**src/rtl/config_pkg.sv**
```systemverilog
// Shared types and constants for the ALU command sequencer.
// ALU op encoding, packet opcode bytes, header length, FSM states.
package config_pkg;

    typedef enum logic [1:0] {
        ALU_ADD = 2'd0,
        ALU_MUL = 2'd1,
        ALU_DIV = 2'd2
    } alu_op_e;

    typedef enum logic [3:0] {
        IDLE,
        RSVD,
        LEN_LO,
        LEN_HI,
        ECHO,
        LOAD,
        ALU_REQ,
        ALU_WAIT,
        TX_RES,
        DRAIN
    } seq_state_e;

    localparam logic [7:0] OPC_ECHO = 8'hEC;
    localparam logic [7:0] OPC_ADD  = 8'hAD;
    localparam logic [7:0] OPC_MUL  = 8'h4D;
    localparam logic [7:0] OPC_DIV  = 8'h4E;

    localparam logic [15:0] HDR_LEN = 16'd4;

    function automatic logic is_alu_opc(input logic [7:0] opc);
        return (opc == OPC_ADD) || (opc == OPC_MUL) || (opc == OPC_DIV);
    endfunction

    function automatic alu_op_e opc_to_alu(input logic [7:0] opc);
        alu_op_e op;
        case (opc)
            OPC_MUL: op = ALU_MUL;
            OPC_DIV: op = ALU_DIV;
            default: op = ALU_ADD;
        endcase
        return op;
    endfunction

endpackage

```
**src/rtl/alu_word_packer.sv**
```systemverilog
// Little-endian operand assembler: collects OPERAND_W/8 bytes into a word.
// Ports: clr_i restarts assembly, en_i/byte_i accept a byte, done_o/word_o flag the completed word.
module alu_word_packer #(
    parameter int OPERAND_W = 32
) (
    input  logic                 clk_i,
    input  logic                 rst_ni,
    input  logic                 clr_i,
    input  logic                 en_i,
    input  logic [7:0]           byte_i,
    output logic                 done_o,
    output logic [OPERAND_W-1:0] word_o
);

    localparam int BYTES = OPERAND_W / 8;
    localparam int IDX_W = (BYTES > 1) ? $clog2(BYTES) : 1;
    localparam logic [IDX_W-1:0] LAST = IDX_W'(BYTES - 1);

    logic [IDX_W-1:0]     idx_q, idx_d;
    logic [OPERAND_W-1:0] sr_q, sr_d;

    // word_o already includes the byte being accepted this cycle
    assign word_o = sr_q | (OPERAND_W'(byte_i) << {idx_q, 3'b000});
    assign done_o = en_i && (idx_q == LAST);

    always_comb begin
        idx_d = idx_q;
        sr_d  = sr_q;
        if (clr_i) begin
            idx_d = '0;
            sr_d  = '0;
        end else if (en_i) begin
            if (done_o) begin
                idx_d = '0;
                sr_d  = '0;
            end else begin
                idx_d = idx_q + 1'b1;
                sr_d  = word_o;
            end
        end
    end

    always_ff @(posedge clk_i or negedge rst_ni) begin
        if (!rst_ni) begin
            idx_q <= '0;
            sr_q  <= '0;
        end else begin
            idx_q <= idx_d;
            sr_q  <= sr_d;
        end
    end

endmodule

```
**src/rtl/alu_cmd_sequencer.sv**
```systemverilog
// Parses UART command packets, folds operands through a shared ALU, returns results.
// Ports: rx_* byte stream in, tx_* byte stream out, alu_* request/response, err_o pulse.
module alu_cmd_sequencer
    import config_pkg::*;
#(
    parameter int OPERAND_W = 32
) (
    input  logic                 clk_i,
    input  logic                 rst_ni,
    input  logic [7:0]           rx_data_i,
    input  logic                 rx_valid_i,
    output logic                 rx_ready_o,
    output logic [7:0]           tx_data_o,
    output logic                 tx_valid_o,
    input  logic                 tx_ready_i,
    output alu_op_e              alu_op_o,
    output logic [OPERAND_W-1:0] alu_a_o,
    output logic [OPERAND_W-1:0] alu_b_o,
    output logic                 alu_valid_o,
    input  logic                 alu_ready_i,
    input  logic [OPERAND_W-1:0] alu_result_i,
    input  logic                 alu_result_valid_i,
    output logic                 err_o
);

    localparam logic [15:0] BYTES16 = 16'(OPERAND_W / 8);

    seq_state_e           state_q, state_d;
    logic [7:0]           opcode_q, opcode_d;
    logic [7:0]           len_lo_q, len_lo_d;
    logic [15:0]          cnt_q, cnt_d;
    logic [OPERAND_W-1:0] acc_q, acc_d;
    logic                 first_q, first_d;
    logic [OPERAND_W-1:0] alu_a_q, alu_a_d;
    logic [OPERAND_W-1:0] alu_b_q, alu_b_d;
    alu_op_e              alu_op_q, alu_op_d;
    logic                 err_q, err_d;

    logic                 rx_hs, tx_hs;
    logic [15:0]          len_w, pay_w;
    logic                 pk_clr, pk_en, pk_done;
    logic [OPERAND_W-1:0] pk_word;

    // Echo forwards rx straight to tx, so rx readiness follows the sink
    assign rx_ready_o = rst_ni && ((state_q == IDLE) || (state_q == RSVD)
                     || (state_q == LEN_LO) || (state_q == LEN_HI)
                     || (state_q == LOAD) || (state_q == DRAIN)
                     || ((state_q == ECHO) && tx_ready_i));

    assign tx_valid_o = (state_q == TX_RES) || ((state_q == ECHO) && rx_valid_i);
    assign tx_data_o  = (state_q == TX_RES) ? acc_q[7:0]
                      : (state_q == ECHO)   ? rx_data_i : 8'h00;

    assign rx_hs = rx_valid_i && rx_ready_o;
    assign tx_hs = tx_valid_o && tx_ready_i;

    assign alu_valid_o = (state_q == ALU_REQ);
    assign alu_a_o     = alu_a_q;
    assign alu_b_o     = alu_b_q;
    assign alu_op_o    = alu_op_q;
    assign err_o       = err_q;

    assign len_w = {rx_data_i, len_lo_q};
    assign pay_w = len_w - HDR_LEN;
    assign pk_en = (state_q == LOAD) && rx_hs;

    alu_word_packer #(
        .OPERAND_W(OPERAND_W)
    ) u_packer (
        .clk_i (clk_i),
        .rst_ni(rst_ni),
        .clr_i (pk_clr),
        .en_i  (pk_en),
        .byte_i(rx_data_i),
        .done_o(pk_done),
        .word_o(pk_word)
    );

    always_comb begin
        state_d  = state_q;
        opcode_d = opcode_q;
        len_lo_d = len_lo_q;
        cnt_d    = cnt_q;
        acc_d    = acc_q;
        first_d  = first_q;
        alu_a_d  = alu_a_q;
        alu_b_d  = alu_b_q;
        alu_op_d = alu_op_q;
        err_d    = 1'b0;
        pk_clr   = 1'b0;
        case (state_q)
            IDLE: if (rx_hs) begin
                opcode_d = rx_data_i;
                state_d  = RSVD;
            end
            RSVD: if (rx_hs) state_d = LEN_LO;
            LEN_LO: if (rx_hs) begin
                len_lo_d = rx_data_i;
                state_d  = LEN_HI;
            end
            LEN_HI: if (rx_hs) begin
                cnt_d = pay_w;
                if (len_w <= HDR_LEN) begin
                    state_d = IDLE;
                end else if (opcode_q == OPC_ECHO) begin
                    state_d = ECHO;
                end else if (is_alu_opc(opcode_q)
                             && (pay_w % BYTES16) == 16'd0) begin
                    state_d  = LOAD;
                    first_d  = 1'b1;
                    pk_clr   = 1'b1;
                    alu_op_d = opc_to_alu(opcode_q);
                end else begin
                    state_d = DRAIN;
                    err_d   = 1'b1;
                end
            end
            ECHO: if (rx_hs) begin
                cnt_d = cnt_q - 16'd1;
                if (cnt_q == 16'd1) state_d = IDLE;
            end
            LOAD: if (rx_hs) begin
                cnt_d = cnt_q - 16'd1;
                if (pk_done) begin
                    if (first_q) begin
                        acc_d   = pk_word;
                        first_d = 1'b0;
                        // single operand: result is the operand itself
                        if (cnt_q == 16'd1) begin
                            state_d = TX_RES;
                            cnt_d   = BYTES16;
                        end
                    end else begin
                        alu_a_d = acc_q;
                        alu_b_d = pk_word;
                        state_d = ALU_REQ;
                    end
                end
            end
            ALU_REQ: if (alu_ready_i) state_d = ALU_WAIT;
            ALU_WAIT: if (alu_result_valid_i) begin
                acc_d = alu_result_i;
                if (cnt_q == 16'd0) begin
                    state_d = TX_RES;
                    cnt_d   = BYTES16;
                end else begin
                    state_d = LOAD;
                end
            end
            // cnt_q is reused as the remaining result byte count
            TX_RES: if (tx_hs) begin
                acc_d = acc_q >> 8;
                cnt_d = cnt_q - 16'd1;
                if (cnt_q == 16'd1) state_d = IDLE;
            end
            DRAIN: if (rx_hs) begin
                cnt_d = cnt_q - 16'd1;
                if (cnt_q == 16'd1) state_d = IDLE;
            end
            default: state_d = IDLE;
        endcase
    end

    always_ff @(posedge clk_i or negedge rst_ni) begin
        if (!rst_ni) begin
            state_q  <= IDLE;
            opcode_q <= 8'h00;
            len_lo_q <= 8'h00;
            cnt_q    <= 16'd0;
            acc_q    <= '0;
            first_q  <= 1'b0;
            alu_a_q  <= '0;
            alu_b_q  <= '0;
            alu_op_q <= ALU_ADD;
            err_q    <= 1'b0;
        end else begin
            state_q  <= state_d;
            opcode_q <= opcode_d;
            len_lo_q <= len_lo_d;
            cnt_q    <= cnt_d;
            acc_q    <= acc_d;
            first_q  <= first_d;
            alu_a_q  <= alu_a_d;
            alu_b_q  <= alu_b_d;
            alu_op_q <= alu_op_d;
            err_q    <= err_d;
        end
    end

endmodule
```
**config.mk**
```make
export PLATFORM = sky130hd
export DESIGN_NAME = alu_cmd_sequencer
export DESIGN_NICKNAME = d
export VERILOG_FILES = /design/src/rtl/config_pkg.sv /design/src/rtl/alu_word_packer.sv /design/src/rtl/alu_cmd_sequencer.sv
export SDC_FILE = /design/constraint.sdc
export NUM_CORES = 1
export LEC_CHECK = 0
export BUFFER_PORTS_ARGS = -buffer_cell sky130_fd_sc_hd__buf_2
export CAP_MARGIN = 20
export CORE_MARGIN = 2
export CORE_UTILIZATION = 52
export DETAILED_ROUTE_END_ITERATION = 10
export GPL_ROUTABILITY_DRIVEN = 0
export MAX_ROUTING_LAYER = met4
export PLACE_DENSITY = 0.77
export SLEW_MARGIN = 20
export SYNTH_ARGS = -nofsm -noshare
export SYNTH_HDL_FRONTEND = slang
export SYNTH_SLANG_ARGS = --single-unit
```
**constraint.sdc**
```tcl
create_clock -name clk_i -period 2.4 [get_ports clk_i]
set_input_delay 0.6 -clock clk_i [delete_from_list [all_inputs] [get_ports clk_i]]
set_output_delay 0.6 -clock clk_i [all_outputs]
set_load 0.005 [all_outputs]
```
==> impl_results.md <==
* Inserted Clock Buffers at 17
* Max clock buf depth at 2
* Share of power burned in registers at 34.4%
* H-Tree Level Count at 4
* Gr ovfl total at 0
* Cell Area, Placed at 9600 um2
* Seq cells post-synth at 170
* Switching Power at 3.96 mW
* Slew HR at 36.5%
* Buffers on Ports at 123
* Fin cells at 1162
* Num ports at 124
* Cells after Synth at 765
* Initial core utilization at 52.7%
* Max_cap viols at 0
* Share of layout cells above drive strength 1 at 38.7%
* Final Power at 11.2 mW
* Net Sw Frac at 35.4%
* Max incr delay on CP at 0.40 ns
* Critical path peak fanout at 9
* Cell taking the most area after synthesis: dfrtp_1
* Worst EP required at 1.80 ns
* CTS root buffer: clkbuf_16
* Final Cycle Share at 99.2%
* Post-Layout Inst Area at 10500 um2
* Placed Cells at 1117
* CTS tree: built
* First-pass iteration count of the detailed router at 5
* Clock sinks at 170
* Core area at 15700 um2
* Power Dens Cells at 1070 nW/um2
* Netlist cell types at 73
* Most used flip-flop cell after synthesis: dfrtp_1
* Yosys Warn Count at 0
* Die Span X at 130 um
* Wirelength per Cell at 20.3 um
* Clock Latency Late Sink at 0.42 ns
* Clock share of power at 25.8%
* Sequential share of the synthesized area at 51.4%
* Final nets at 984
* DRC violations left at 0
* Final WL at 23.5 mm
* Via count at 7086
* CP bufs+invs at 4
* Antenna diode count at 0
* HP Class: primary input to asynchronous set/reset pin
* F_max at 0.420 GHz
* Ys async rst share at 100%
* CP delay by family, top: buffers and inverters
* Element type at the critical path end: output pin
* Final count of hold timing violations at 0
* Post-synth top area share at 51.4%
* Post-synth EDFFs at 0
* Die span in y at 130 um
* Synth Net Count at 816
* Antenna violations before repair at 0
* Status: finished, final reports clean
* Final worst path period need at 2.38 ns
* Critical path arrival at 1.78 ns
* CP Launch Type: flop
* Most frequent cells in the layout: dfrtp_1, buf_2, mux2_2
* Total Routing Usage GR at 29.4%
* Post-Syn Area at 8270 um2
* Worst-Margin Slew at 0.952 ns
* Final setup fails at 0
* Vias/cell at 6.10
* Row cnt at 46
* Setup CP Type: flop to output pin
* Worst path cell trace: buf_4 -> buf_4 -> nor3_4 -> buf_12 -> a22o_1 -> buf_2
* Static leakage at 4.99 nW
* Pins Over Slew Limit at 0
* Max VDD drop at 0.638 mV
* Largest net degree at the start of global routing at 171
* Max Clock Skew at 0.0106 ns
* Antenna-violating nets left at 0
* CP dominant cell by count: buf_4
* First-pass GRT wire length at 36.9 mm
* RSZ-0062 raised after global routing: true
* Top cells by area, synth: dfrtp_1, mux2_2, a21oi_1
* Slowest-stage cell, CP: dfrtp_2
* Logic pwr share at 39.8%
* Most common library cell in the layout ignoring fill and taps: dfrtp_1
* Vias in the first global route at 6867
* DR iter-0 viols at 754
* Cell Int Power at 7.23 mW
* Reg clk slew, reported paths at 0.06 ns
* Avg Inst Size Synth at 10.8 um2
* Final HPWL DP at 15.3 mm
* DIE AREA at 16900 um2
* Fin util at 66.6%
* Syn-to-layout area delta at 26.6%
-- power by group through the flow --
stage / Combinational [mW] / Sequential [mW] / Clock [mW]
finish: 4.45 / 3.85 / 2.89
global route: 4.81 / 3.92 / 3.03
global placement: 3.88 / 3.86 / 0
detailed placement: 3.96 / 3.88 / 0
floorplan: 2.80 / 3.72 / 0
CTS: 4.31 / 3.83 / 2.91
-- worst register-to-register path, delay by kind of cell (launching register included) --
family             cells  cell delay [ns]
and+or+nand+nor        2             0.84
DFF                    1             0.39
AOI/OAI and AO/OA      4             1.01
-- layout make-up --
type / instances / area, um2
clock buffer: 21 / 460
clock inverter: 11 / 159
fill: 1154 / 5240
inverter: 8 / 30.0
multi-input combinational: 533 / 3900
sequential: 170 / 4260
tap: 216 / 270
timing repair buffer: 203 / 1390
-- synthesized netlist by cell type, drive strengths merged (5+ instances only) --
library cell	n
buf	22
a22oi	25
o2bb2ai	37
nand2b	6
nor2	68
xnor2	6
nor4	6
o21ai	57
or3	5
clkbuf	33
a22o	16
mux2	85
nand2	35
xor2	6
a21oi	76
nand3	9
inv	8
nor3	13
dfrtp	170
a21o	8
ha	5
-- kinds of logic after synthesis --
kind of cell,synth area share [%]
fa+ha+maj,0.756
compound gates,20.5
mux,11.8
flops,51.4
simple gates,10.3
buf+inv,3.93
xor+xnor,1.27
-- per-layer routing --
layer | track usage (%) | part of all wire [%] | vias to the layer above
li1 | - | - | 3175
met1 | 39.6 | 42 | 3502
met2 | 45.2 | 48 | 350
met3 | 5.78 | 7.7 | 59
met4 | 9.61 | 2.5 | 0
met5 | - | 0 | -
-- metrics by stage --
| stage | setup WS, ns | setup TNS (ns) | hold WS (ns) |
|---|---|---|---|
| 2_1_floorplan | -0.0205 | -0.435 | 0.304 |
| 5_1_grt | -0.0210 | -0.0982 | 0.420 |
| 4_1_cts | 0.00180 | 0 | 0.405 |
| 3_5_place_dp | -0.285 | -9.38 | 0.477 |
| 3_3_place_gp | -0.234 | -7.92 | 0.471 |
| 6_report | 0.0200 | 0 | 0.314 |
-- what timing repair did --
item	4_1_cts	5_1_grt
gates cloned	2	1
pin swaps	5	2
resized for setup	15	17
setup endpoints to repair	21	75
buffers inserted	7	3
hold buffers	0	0
-- worst paths after layout --
path	from	end	slack (ns)	cells past startpoint
setup / recovery	state_q[0]	tx_data_o[7]	0.02	6
max in group asynchronous	rst_ni	cnt_q[4]	1.35	2
min in group clk_i	u_packer.sr_q[1]	u_packer.sr_q[1]	0.49	1
hold / removal	rst_ni	err_o	0.31	2
setup reg to reg	cnt_q[14]	cnt_q[11]	0.05	6
hold reg to reg	u_packer.sr_q[1]	u_packer.sr_q[1]	0.49	1
-- state kept, by name, indices dropped and copies added, names as in the netlist --
register and flops:
u_packer.sr_q 32, len_lo_q 8, alu_a_o 32, u_packer.idx_q 2, first_q 1, opcode_q 8
alu_b_o 32, acc_q 32, alu_op_o 2, cnt_q 16, state_q 4, err_o 1
(Power assumes the default switching activity.)
